==> src/rtl/sv32_ptw_pkg.sv <==
// Shared SV32 walker types: PTE layout, TLB refill record, walker states and the PTE address helper.
package sv32_ptw_pkg;

    localparam int PTE_SIZE_LOG2  = 2;
    localparam int TLB_ASID_WIDTH = 1;

    typedef struct packed {
        logic [21:0] ppn;
        logic [1:0]  rsw;
        logic        d;
        logic        a;
        logic        g;
        logic        u;
        logic        x;
        logic        w;
        logic        r;
        logic        v;
    } pte_t;

    typedef struct packed {
        logic                      valid;
        logic                      is_4M;
        logic [19:0]               vpn;
        logic [TLB_ASID_WIDTH-1:0] asid;
        pte_t                      content;
    } tlb_update_t;

    typedef enum logic [2:0] {
        IDLE,
        L1_REQ,
        L1_WAIT,
        L0_REQ,
        L0_WAIT,
        DRAIN
    } ptw_state_e;

    // Physical address of the PTE selected by vpn inside the table at ppn.
    function automatic logic [33:0] pte_addr(input logic [21:0] ppn, input logic [9:0] vpn);
        return {ppn, vpn, {PTE_SIZE_LOG2{1'b0}}};
    endfunction

endpackage

==> src/rtl/sv32_ptw_if.sv <==
// Single-outstanding PTE read port between the walker (master) and the cache/bus (slave).
interface sv32_ptw_if;
    logic        mem_req_o;
    logic [33:0] mem_addr_o;
    logic        mem_gnt_i;
    logic        mem_rvalid_i;
    logic [31:0] mem_rdata_i;

    modport master (
        output mem_req_o,
        output mem_addr_o,
        input  mem_gnt_i,
        input  mem_rvalid_i,
        input  mem_rdata_i
    );

    modport slave (
        input  mem_req_o,
        input  mem_addr_o,
        output mem_gnt_i,
        output mem_rvalid_i,
        output mem_rdata_i
    );
endinterface

==> src/rtl/sv32_pte_check.sv <==
// Combinational SV32 PTE check: classifies a PTE as fault / leaf / pointer for a given level.
// Level-1 leaves are accepted only when SV32_PTW_SUPERPAGE_EN is defined.
module sv32_pte_check
    import sv32_ptw_pkg::*;
(
    input  pte_t pte_i,
    input  logic level_i,      // 1 = level-1 (root) PTE, 0 = level-0 PTE
    input  logic is_store_i,
    output logic fault_o,
    output logic leaf_o
);

    logic invalid;
    logic leaf;
    logic ad_fault;
    logic misaligned;
    logic superpage_ok;
    logic unused_bits;

    assign invalid    = ~pte_i.v | (pte_i.w & ~pte_i.r);
    assign leaf       = pte_i.r | pte_i.x;
    // No hardware A/D update: software must pre-set A (and D for stores).
    assign ad_fault   = ~pte_i.a | (is_store_i & ~pte_i.d);
    assign misaligned = level_i & (pte_i.ppn[9:0] != 10'd0);

`ifdef SV32_PTW_SUPERPAGE_EN
    assign superpage_ok = 1'b1;
`else
    assign superpage_ok = ~level_i;
`endif

    always_comb begin
        fault_o = 1'b0;
        if (invalid) begin
            fault_o = 1'b1;
        end else if (leaf) begin
            fault_o = misaligned | ad_fault | ~superpage_ok;
        end else begin
            fault_o = ~level_i;
        end
    end

    assign leaf_o      = ~invalid & leaf;
    assign unused_bits = ^{pte_i.rsw, pte_i.g, pte_i.u, pte_i.ppn[21:10]};

endmodule

==> src/rtl/sv32_ptw.sv <==
// SV32 two-level hardware page-table walker producing TLB refills or page-fault pulses.
// Optional SV32_PTW_SUPERPAGE_EN accepts level-1 leaves as 4 MiB pages.
module sv32_ptw
    import sv32_ptw_pkg::*;
#(
    parameter int ASID_WIDTH = TLB_ASID_WIDTH
) (
    input  logic                  clk_i,
    input  logic                  rst_ni,
    input  logic                  flush_i,
    input  logic [21:0]           satp_ppn_i,
    input  logic                  walk_req_i,
    input  logic [31:0]           walk_vaddr_i,
    input  logic [ASID_WIDTH-1:0] walk_asid_i,
    input  logic                  walk_is_store_i,
    output logic                  walk_busy_o,
    output logic                  walk_error_o,
    output logic [31:0]           walk_bad_vaddr_o,
    output tlb_update_t           update_o,
    sv32_ptw_if.master            mem
);

    ptw_state_e            state_q, state_d;
    logic [31:0]           vaddr_q, vaddr_d;
    logic [ASID_WIDTH-1:0] asid_q, asid_d;
    logic                  store_q, store_d;
    logic [21:0]           ppn_q, ppn_d;
    tlb_update_t           update_q, update_d;
    logic                  error_q, error_d;
    logic [31:0]           bad_vaddr_q, bad_vaddr_d;

    logic                  mem_req;
    logic [33:0]           mem_addr;
    pte_t                  pte;
    logic                  pte_fault;
    logic                  pte_leaf;
    logic                  at_level1;

    assign pte       = pte_t'(mem.mem_rdata_i);
    assign at_level1 = (state_q == L1_WAIT);

    sv32_pte_check u_check (
        .pte_i      (pte),
        .level_i    (at_level1),
        .is_store_i (store_q),
        .fault_o    (pte_fault),
        .leaf_o     (pte_leaf)
    );

    always_comb begin
        state_d     = state_q;
        vaddr_d     = vaddr_q;
        asid_d      = asid_q;
        store_d     = store_q;
        ppn_d       = ppn_q;
        update_d    = '0;
        error_d     = 1'b0;
        bad_vaddr_d = '0;
        mem_req     = 1'b0;
        mem_addr    = '0;

        unique case (state_q)
            IDLE: begin
                if (walk_req_i && !flush_i) begin
                    vaddr_d = walk_vaddr_i;
                    asid_d  = walk_asid_i;
                    store_d = walk_is_store_i;
                    state_d = L1_REQ;
                end
            end
            L1_REQ, L0_REQ: begin
                mem_req  = 1'b1;
                mem_addr = (state_q == L1_REQ) ? pte_addr(satp_ppn_i, vaddr_q[31:22])
                                               : pte_addr(ppn_q, vaddr_q[21:12]);
                // A granted request must still have its response swallowed.
                if (flush_i) begin
                    state_d = mem.mem_gnt_i ? DRAIN : IDLE;
                end else if (mem.mem_gnt_i) begin
                    state_d = (state_q == L1_REQ) ? L1_WAIT : L0_WAIT;
                end
            end
            L1_WAIT, L0_WAIT: begin
                if (mem.mem_rvalid_i) begin
                    if (flush_i) begin
                        state_d = IDLE;
                    end else if (pte_fault) begin
                        error_d     = 1'b1;
                        bad_vaddr_d = vaddr_q;
                        state_d     = IDLE;
                    end else if (pte_leaf) begin
                        update_d.valid   = 1'b1;
`ifdef SV32_PTW_SUPERPAGE_EN
                        update_d.is_4M   = at_level1;
`else
                        update_d.is_4M   = 1'b0;
`endif
                        update_d.vpn     = vaddr_q[31:12];
                        update_d.asid    = asid_q;
                        update_d.content = pte;
                        state_d          = IDLE;
                    end else begin
                        ppn_d   = pte.ppn;
                        state_d = L0_REQ;
                    end
                end else if (flush_i) begin
                    state_d = DRAIN;
                end
            end
            DRAIN: begin
                if (mem.mem_rvalid_i) begin
                    state_d = IDLE;
                end
            end
            default: state_d = IDLE;
        endcase
    end

    always_ff @(posedge clk_i or negedge rst_ni) begin
        if (!rst_ni) begin
            state_q     <= IDLE;
            vaddr_q     <= '0;
            asid_q      <= '0;
            store_q     <= 1'b0;
            ppn_q       <= '0;
            update_q    <= '0;
            error_q     <= 1'b0;
            bad_vaddr_q <= '0;
        end else begin
            state_q     <= state_d;
            vaddr_q     <= vaddr_d;
            asid_q      <= asid_d;
            store_q     <= store_d;
            ppn_q       <= ppn_d;
            update_q    <= update_d;
            error_q     <= error_d;
            bad_vaddr_q <= bad_vaddr_d;
        end
    end

    assign mem.mem_req_o    = mem_req;
    assign mem.mem_addr_o   = mem_addr;
    assign walk_busy_o      = (state_q != IDLE);
    assign walk_error_o     = error_q;
    assign walk_bad_vaddr_o = bad_vaddr_q;
    assign update_o         = update_q;

endmodule

==> src/flat_wrapper.sv <==
// flat-port wrapper written by rule: the top's interface ports become plain ports
module sv32_ptw_flat import sv32_ptw_pkg::*;
#(
    parameter int ASID_WIDTH = TLB_ASID_WIDTH
)
  (clk_i, rst_ni, flush_i, satp_ppn_i, walk_req_i, walk_vaddr_i, walk_asid_i, walk_is_store_i, walk_busy_o, walk_error_o, walk_bad_vaddr_o, update_o, mem_mem_req_o, mem_mem_addr_o, mem_mem_gnt_i, mem_mem_rvalid_i, mem_mem_rdata_i);
  sv32_ptw_if mem_i ();
  input  logic clk_i;
  input  logic rst_ni;
  input  logic flush_i;
  input  logic [21:0] satp_ppn_i;
  input  logic walk_req_i;
  input  logic [31:0] walk_vaddr_i;
  input  logic [ASID_WIDTH-1:0] walk_asid_i;
  input  logic walk_is_store_i;
  output logic walk_busy_o;
  output logic walk_error_o;
  output logic [31:0] walk_bad_vaddr_o;
  output tlb_update_t update_o;
  output wire logic [$bits(mem_i.mem_req_o)-1:0] mem_mem_req_o;
  output wire logic [$bits(mem_i.mem_addr_o)-1:0] mem_mem_addr_o;
  input wire logic [$bits(mem_i.mem_gnt_i)-1:0] mem_mem_gnt_i;
  input wire logic [$bits(mem_i.mem_rvalid_i)-1:0] mem_mem_rvalid_i;
  input wire logic [$bits(mem_i.mem_rdata_i)-1:0] mem_mem_rdata_i;
  assign mem_mem_req_o = mem_i.mem_req_o;
  assign mem_mem_addr_o = mem_i.mem_addr_o;
  assign mem_i.mem_gnt_i = mem_mem_gnt_i;
  assign mem_i.mem_rvalid_i = mem_mem_rvalid_i;
  assign mem_i.mem_rdata_i = mem_mem_rdata_i;
  sv32_ptw #(.ASID_WIDTH(ASID_WIDTH)) u_core (.clk_i(clk_i), .rst_ni(rst_ni), .flush_i(flush_i), .satp_ppn_i(satp_ppn_i), .walk_req_i(walk_req_i), .walk_vaddr_i(walk_vaddr_i), .walk_asid_i(walk_asid_i), .walk_is_store_i(walk_is_store_i), .walk_busy_o(walk_busy_o), .walk_error_o(walk_error_o), .walk_bad_vaddr_o(walk_bad_vaddr_o), .update_o(update_o), .mem(mem_i));
endmodule
==> config.mk <==
export PLATFORM = sky130hd
export DESIGN_NAME = sv32_ptw_flat
export DESIGN_NICKNAME = d
export VERILOG_FILES = /design/src/rtl/sv32_ptw_pkg.sv /design/src/rtl/sv32_ptw_if.sv /design/src/rtl/sv32_pte_check.sv /design/src/rtl/sv32_ptw.sv /design/src/flat_wrapper.sv
export SDC_FILE = /design/constraint.sdc
export NUM_CORES = 1
export LEC_CHECK = 0
export ABC_CLOCK_PERIOD_IN_PS = 2400
export BUFFER_PORTS_ARGS = -buffer_cell sky130_fd_sc_hd__buf_2
export CAP_MARGIN = 20
export CORE_MARGIN = 1.5
export CORE_UTILIZATION = 40
export DETAILED_ROUTE_END_ITERATION = 6
export PLACE_DENSITY_LB_ADDON = 0.08
export SLEW_MARGIN = 40
export SYNTH_ARGS = -nofsm -noshare
export SYNTH_HDL_FRONTEND = slang
export SYNTH_SLANG_ARGS = --single-unit
==> constraint.sdc <==
create_clock -name clk_i -period 2.4 [get_ports clk_i]
set_input_delay 0.48 -clock clk_i [delete_from_list [all_inputs] [get_ports clk_i]]
set_output_delay 0.48 -clock clk_i [all_outputs]
set_load 0.005 [all_outputs]
# After elaboration in Yosys (flattened, before gate mapping)
# Cells that the tools add are included.
[totals]
in_bits = 94
reg_bits = 147
[classes]
n_reduce_logical = 10
muxes = 30
bitwise_logic = 18
n_eq_ne = 9
[op_table]
columns = ["op", "n"]
rows = [
  ["$mux 55", 5],
  ["$mux 32", 4],
  ["$mux 34", 2],
  ["$mux 3", 10],
  ["$pmux 3 s4", 1],
  ["$reduce_bool 10->1", 1],
  ["$not 1->1", 9],
  ["$mux 1", 7],
  ["$eq 3x2->1 const B", 2],
  ["$eq 3x3->1 const B", 2],
  ["$ne 3x3->1 const B", 2],
  ["$or 1x1->1", 5],
  ["$reduce_and 5->1", 1],
  ["$and 1x1->1", 4],
  ["$reduce_and 4->1", 1],
  ["$reduce_or 2->1", 2],
  ["$eq 3x1->1 const B", 1],
  ["$logic_not 3->1", 1],
  ["$reduce_bool 3->1", 1],
  ["$mux 2", 1],
  ["$ne 2x1->1 const B", 1],
  ["$ne 2x2->1 const B", 1],
  ["$reduce_and 2->1", 1],
  ["$logic_and 1x1->1", 1],
  ["$logic_not 1->1", 1],
]

# Depth between registers and ports, before layout
[depth]
ltp_word = 11
mapped_depth = 7
ltp_nobuf = 5

# Modules after synthesis
# From an unflattened synthesis, not the netlist that was laid out.
[unflattened]
cells_unflattened = 418
area_unflattened_um2 = 5674.2
[by_module_without_submodules]
columns = ["mod", "cells_per_inst", "n_inst", "area_per_inst_um2"]
rows = [
  ["sv32_ptw", 411, 1, 5617.9],
  ["sv32_pte_check", 7, 1, 56.3],
]

# Worst setup path before layout
# Ideal clock, no wire load.
[synth_timing]
kind = "in2reg"
start = "in mem_mem_rdata_i[2]"
end = "reg u_core.ppn_q[0]"
slack_ns = 0.428
stages = 4
setup_time_ns = 0.125
t_arrival_ns = 1.847
n_path_buf = 1
path_cell_list = "or4b_1 nor4_4 buf_6 mux2_4"
[synth_via]
elab_chain_len = 6
elab_cells_between_ends = 8
[synth_lines]
columns = ["item", "line", "source"]
rows = [
  ["start: declaration", "flat_wrapper.sv:24", "input wire logic [$bits(mem_i.mem_rdata_i)-1:0] mem_mem_rdata_i;"],
  ["$and 1x1->1 (*)", "sv32_pte_check.sv:20", "assign invalid = ~pte_i.v | (pte_i.w & ~pte_i.r);"],
  ["$or 1x1->1 (*)", "sv32_pte_check.sv:20", ""],
  ["$not 1->1", "sv32_pte_check.sv:43", "assign leaf_o = ~invalid & leaf;"],
  ["$and 1x1->1", "sv32_pte_check.sv:43", ""],
  ["$not 1->1 (no source line)", "n/a", ""],
  ["$reduce_and 5->1 (no source line) (*)", "n/a", ""],
  ["end signal: assignment", "sv32_ptw.sv:133", "ppn_q <= ppn_d;"],
  ["end: declaration", "sv32_ptw.sv:27", "logic [21:0] ppn_q, ppn_d;"],
]
# Every way passes the cells marked *; elsewhere a longest branch is shown, timed or not.
# A chain may end at the register's enable or synchronous reset.

# Worst setup path in the final report
[layout_timing]
start = "reg u_core.state_q[2]"
end = "out mem_mem_addr_o[30]"
[layout_via]
elab_chain_len = 3
elab_cells_between_ends = 5
[layout_lines]
columns = ["item", "line", "source"]
rows = [
  ["start: declaration", "sv32_ptw.sv:23", "ptw_state_e state_q, state_d;"],
  ["start signal: assignment", "sv32_ptw.sv:129", "state_q <= state_d;"],
  ["$eq 3x1->1 or $eq 3x2->1 (tied branches)", "sv32_ptw.sv:62, sv32_ptw.sv:73", ""],
  ["$mux 34 or $reduce_or 2->1 (tied branches)", "sv32_ptw.sv:73, sv32_ptw.sv:62", ""],
  ["$mux 34 (*)", "sv32_ptw.sv:62", "unique case (state_q)"],
  ["end: declaration", "flat_wrapper.sv:21", "output wire logic [$bits(mem_i.mem_addr_o)-1:0] mem_mem_addr_o;"],
]
# Marked as above.

==> results.toml <==
[placed_design]
dp_hpwl_mm = 9.55
post_dp_cell_area_um2 = 7120
port_buffers = 214
gp_congestion = 0.878

[synthesis]
synth-main-ff-cell = "dfrtp_1"
synth_common_cells = "146 x dfrtp_1, 67 x nor2_1, 51 x and2_1"
synth_edf_count = 0
syn_area_um2 = 5830
synth-seq-cells = 146
synth_top_area_frac = 0.627
syn_avg_cell_area_um2 = 12.8
synth.yosys.seq_area_share = 0.627
synthArstFlopShare = 1.00
yosys_warnings = 0
syn_inst = 455
ys_types = 37
synth_top_cell_by_area = "dfrtp_1"
yosys-top-cells-area = "dfrtp_1 63%, mux2_2 7.2%, mux2i_1 5.5%"
synth_most_common_cell = "dfrtp_1"

[detailed_routing]
drt_first_iter_violations = 171
firstDrtPassIters = 4
drtAntennaViolNets = 0
wirelength_mm = 13.8
vias = 4078
via_per_inst = 4.70
drc_errors = 0
wl_per_cell_um = 16.0

[setup_path]
cp_data_arrival_time_ns = 1.76
criticalPathCategory = "flop to output port"
path_max_fanout = 20
cp_data_required_time_ns = 1.92
crit_path_end_kind = "output port"
crit_path_start_kind = "flop"

[global_routing]
grt_pass1_vias = 3893
grt_start_max_net_pins = 56
use_met1 = 0.249
grt.busiest_layer = "met2"
grt_overflow = 0
antenna_found_initial = 1
grt.met3_usage = 0.0650
track_usage = 0.186
grt_use_met2 = 0.287
grt_pass1_wl_mm = 20.8

[cells_and_area]
final_area_um2 = 7720
final_layout_size_suffix_gt1_frac = 0.465
nets = 767
area_delta_synth_final_pct = 32.6

[clocking]
clk_transition_reported_paths_ns = 0.06
clock_path_buffers = 2
htreeDepth = 4
clock_latency_ns = 0.42
cts_tree = "yes"
clock-sinks = 146
cts_buffers = 17
cts-root-buf = "clkbuf_16"

[status]
status = "completed"

[pwr]
power.switching_w = 0.00224
power_w = 0.00766
peakVddDrop_uv = 612
power_frac_comb = 0.246
intPower_w = 0.00542
swShare = 0.292
p_clk_frac = 0.338
seq_power_share = 0.416
power.leakage_nw = 4.16
power.density_nw_per_um2 = 991

[sta]
period_minus_slack_ns = 2.24
setup-tns-final_ns = 0
finalCritPeriodShare = 0.931
timing.hold.ws_ns = 0.0280
finalSetupViolCount = 0
maxSlewViolCount = 0
worstMarginPinSlew_ns = 0.590
fmax_ghz = 0.447
skew_ns = 0.0128
hold_violations = 0
rsz0062_at_grt = "no"
relSlewSlack = 0.604

[floorplanning]
chipWidth_um = 124
core_um2 = 14000
die_area_um2 = 15300
floorplan.initialDensity = 0.415
die_y_um = 124
row_count = 43
pin_count = 218

[hold_path]
hp-class = "primary input to async pin"

[run]
maxCapViolations = 0
## power by group through the flow
stage / clock, W / combinational, W / sequential (W)
floorplan: 0 / 0.00127 / 0.00309
global placement: 0 / 0.00188 / 0.00321
detailed placement: 0 / 0.00191 / 0.00322
CTS: 0.00265 / 0.00192 / 0.00319
global route: 0.00277 / 0.00209 / 0.00324
finish: 0.00259 / 0.00188 / 0.00319
## cell families after synthesis
group | Yosys count | synth area share
flops | 146 | 0.627
simple gates | 172 | 0.149
mux | 88 | 0.175
buf+inv | 33 | 0.0303
compound gates | 14 | 0.0159
xor+xnor | 1 | 0.00150
other cells | 1 | 0.000644
## path summary, 6_finish.rpt
path                                               start                                    to  slack (ns)  cells past startpoint
min                                               rst_ni          u_core.update_o[5]$_DFF_PN0_        0.03                      1
min in group clk_i                    mem_mem_rdata_i[5]          u_core.update_o[5]$_DFF_PN0_        0.27                      2
max in group asynchronous                         rst_ni          u_core.ppn_q[17]$_DFFE_PN0P_        1.70                      2
max reg2reg                u_core.state_q[1]$_DFFE_PN0P_         u_core.update_o[11]$_DFF_PN0_        0.35                      5
min reg2reg                u_core.vaddr_q[4]$_DFFE_PN0P_  u_core.walk_bad_vaddr_o[4]$_DFF_PN0_        0.48                      2
max                        u_core.state_q[2]$_DFFE_PN0P_                    mem_mem_addr_o[30]        0.16                      4
## placed cells by master, fill, tap and decap left out, types with 4 or more instances in the layout
cell,count
nand2_1,35
mux2i_1,32
buf_2,213
dfrtp_1,145
mux2_4,19
clkbuf_16,17
buf_4,9
mux2_2,37
and2_1,51
clkbuf_1,4
nor2_1,67
## repair_timing
action	4_1_cts	5_1_grt
hold buffers	0	0
buffers inserted	0	0
resized for setup	2	3
endpoints found under the setup margin	32	15
gates cloned	0	0
## registers in the layout, indices dropped and copies added, names as in the netlist
name	cells
u_core.asid_q	1
u_core.ppn_q	22
u_core.state_q	3
u_core.store_q	1
u_core.update_o	54
u_core.vaddr_q	32
u_core.walk_bad_vaddr_o	32
u_core.walk_error_o	1
## stage by stage
step / cells / setup slack, ns / utilization
finish: 867 / 0.165 / 0.550
global route: 866 / 0.0321 / 0.550
CTS: 866 / 0.0431 / 0.549
detailed placement: 834 / 0.260 / 0.507
global placement: 834 / 0.293 / 0.507
floorplan: 457 / 0.428 / -
## per-layer routing
metal	part of all wire	wire (um)
met5	0	0
met2	0.47	6480
met1	0.44	6130
met3	0.080	1100
met4	0.0085	117
## final cells by class
cell class,count,area [um2]
clock buffers,24,482
well taps,180,225
fillers,1247,6320
multi-input cells,278,2020
diodes,1,2.50
repair buffers,227,1220
clock inverters,8,101
flip-flops and latches,146,3660
inverters,3,11.3
## worst max-delay path, cell delays in order (launching register included)
cell,delay [ns]
dfrtp_1,0.49
nand2b_4,0.35
buf_4,0.29
nor2_1,0.08
buf_2,0.13
No activity file was read; power rests on OpenSTA's default activity.
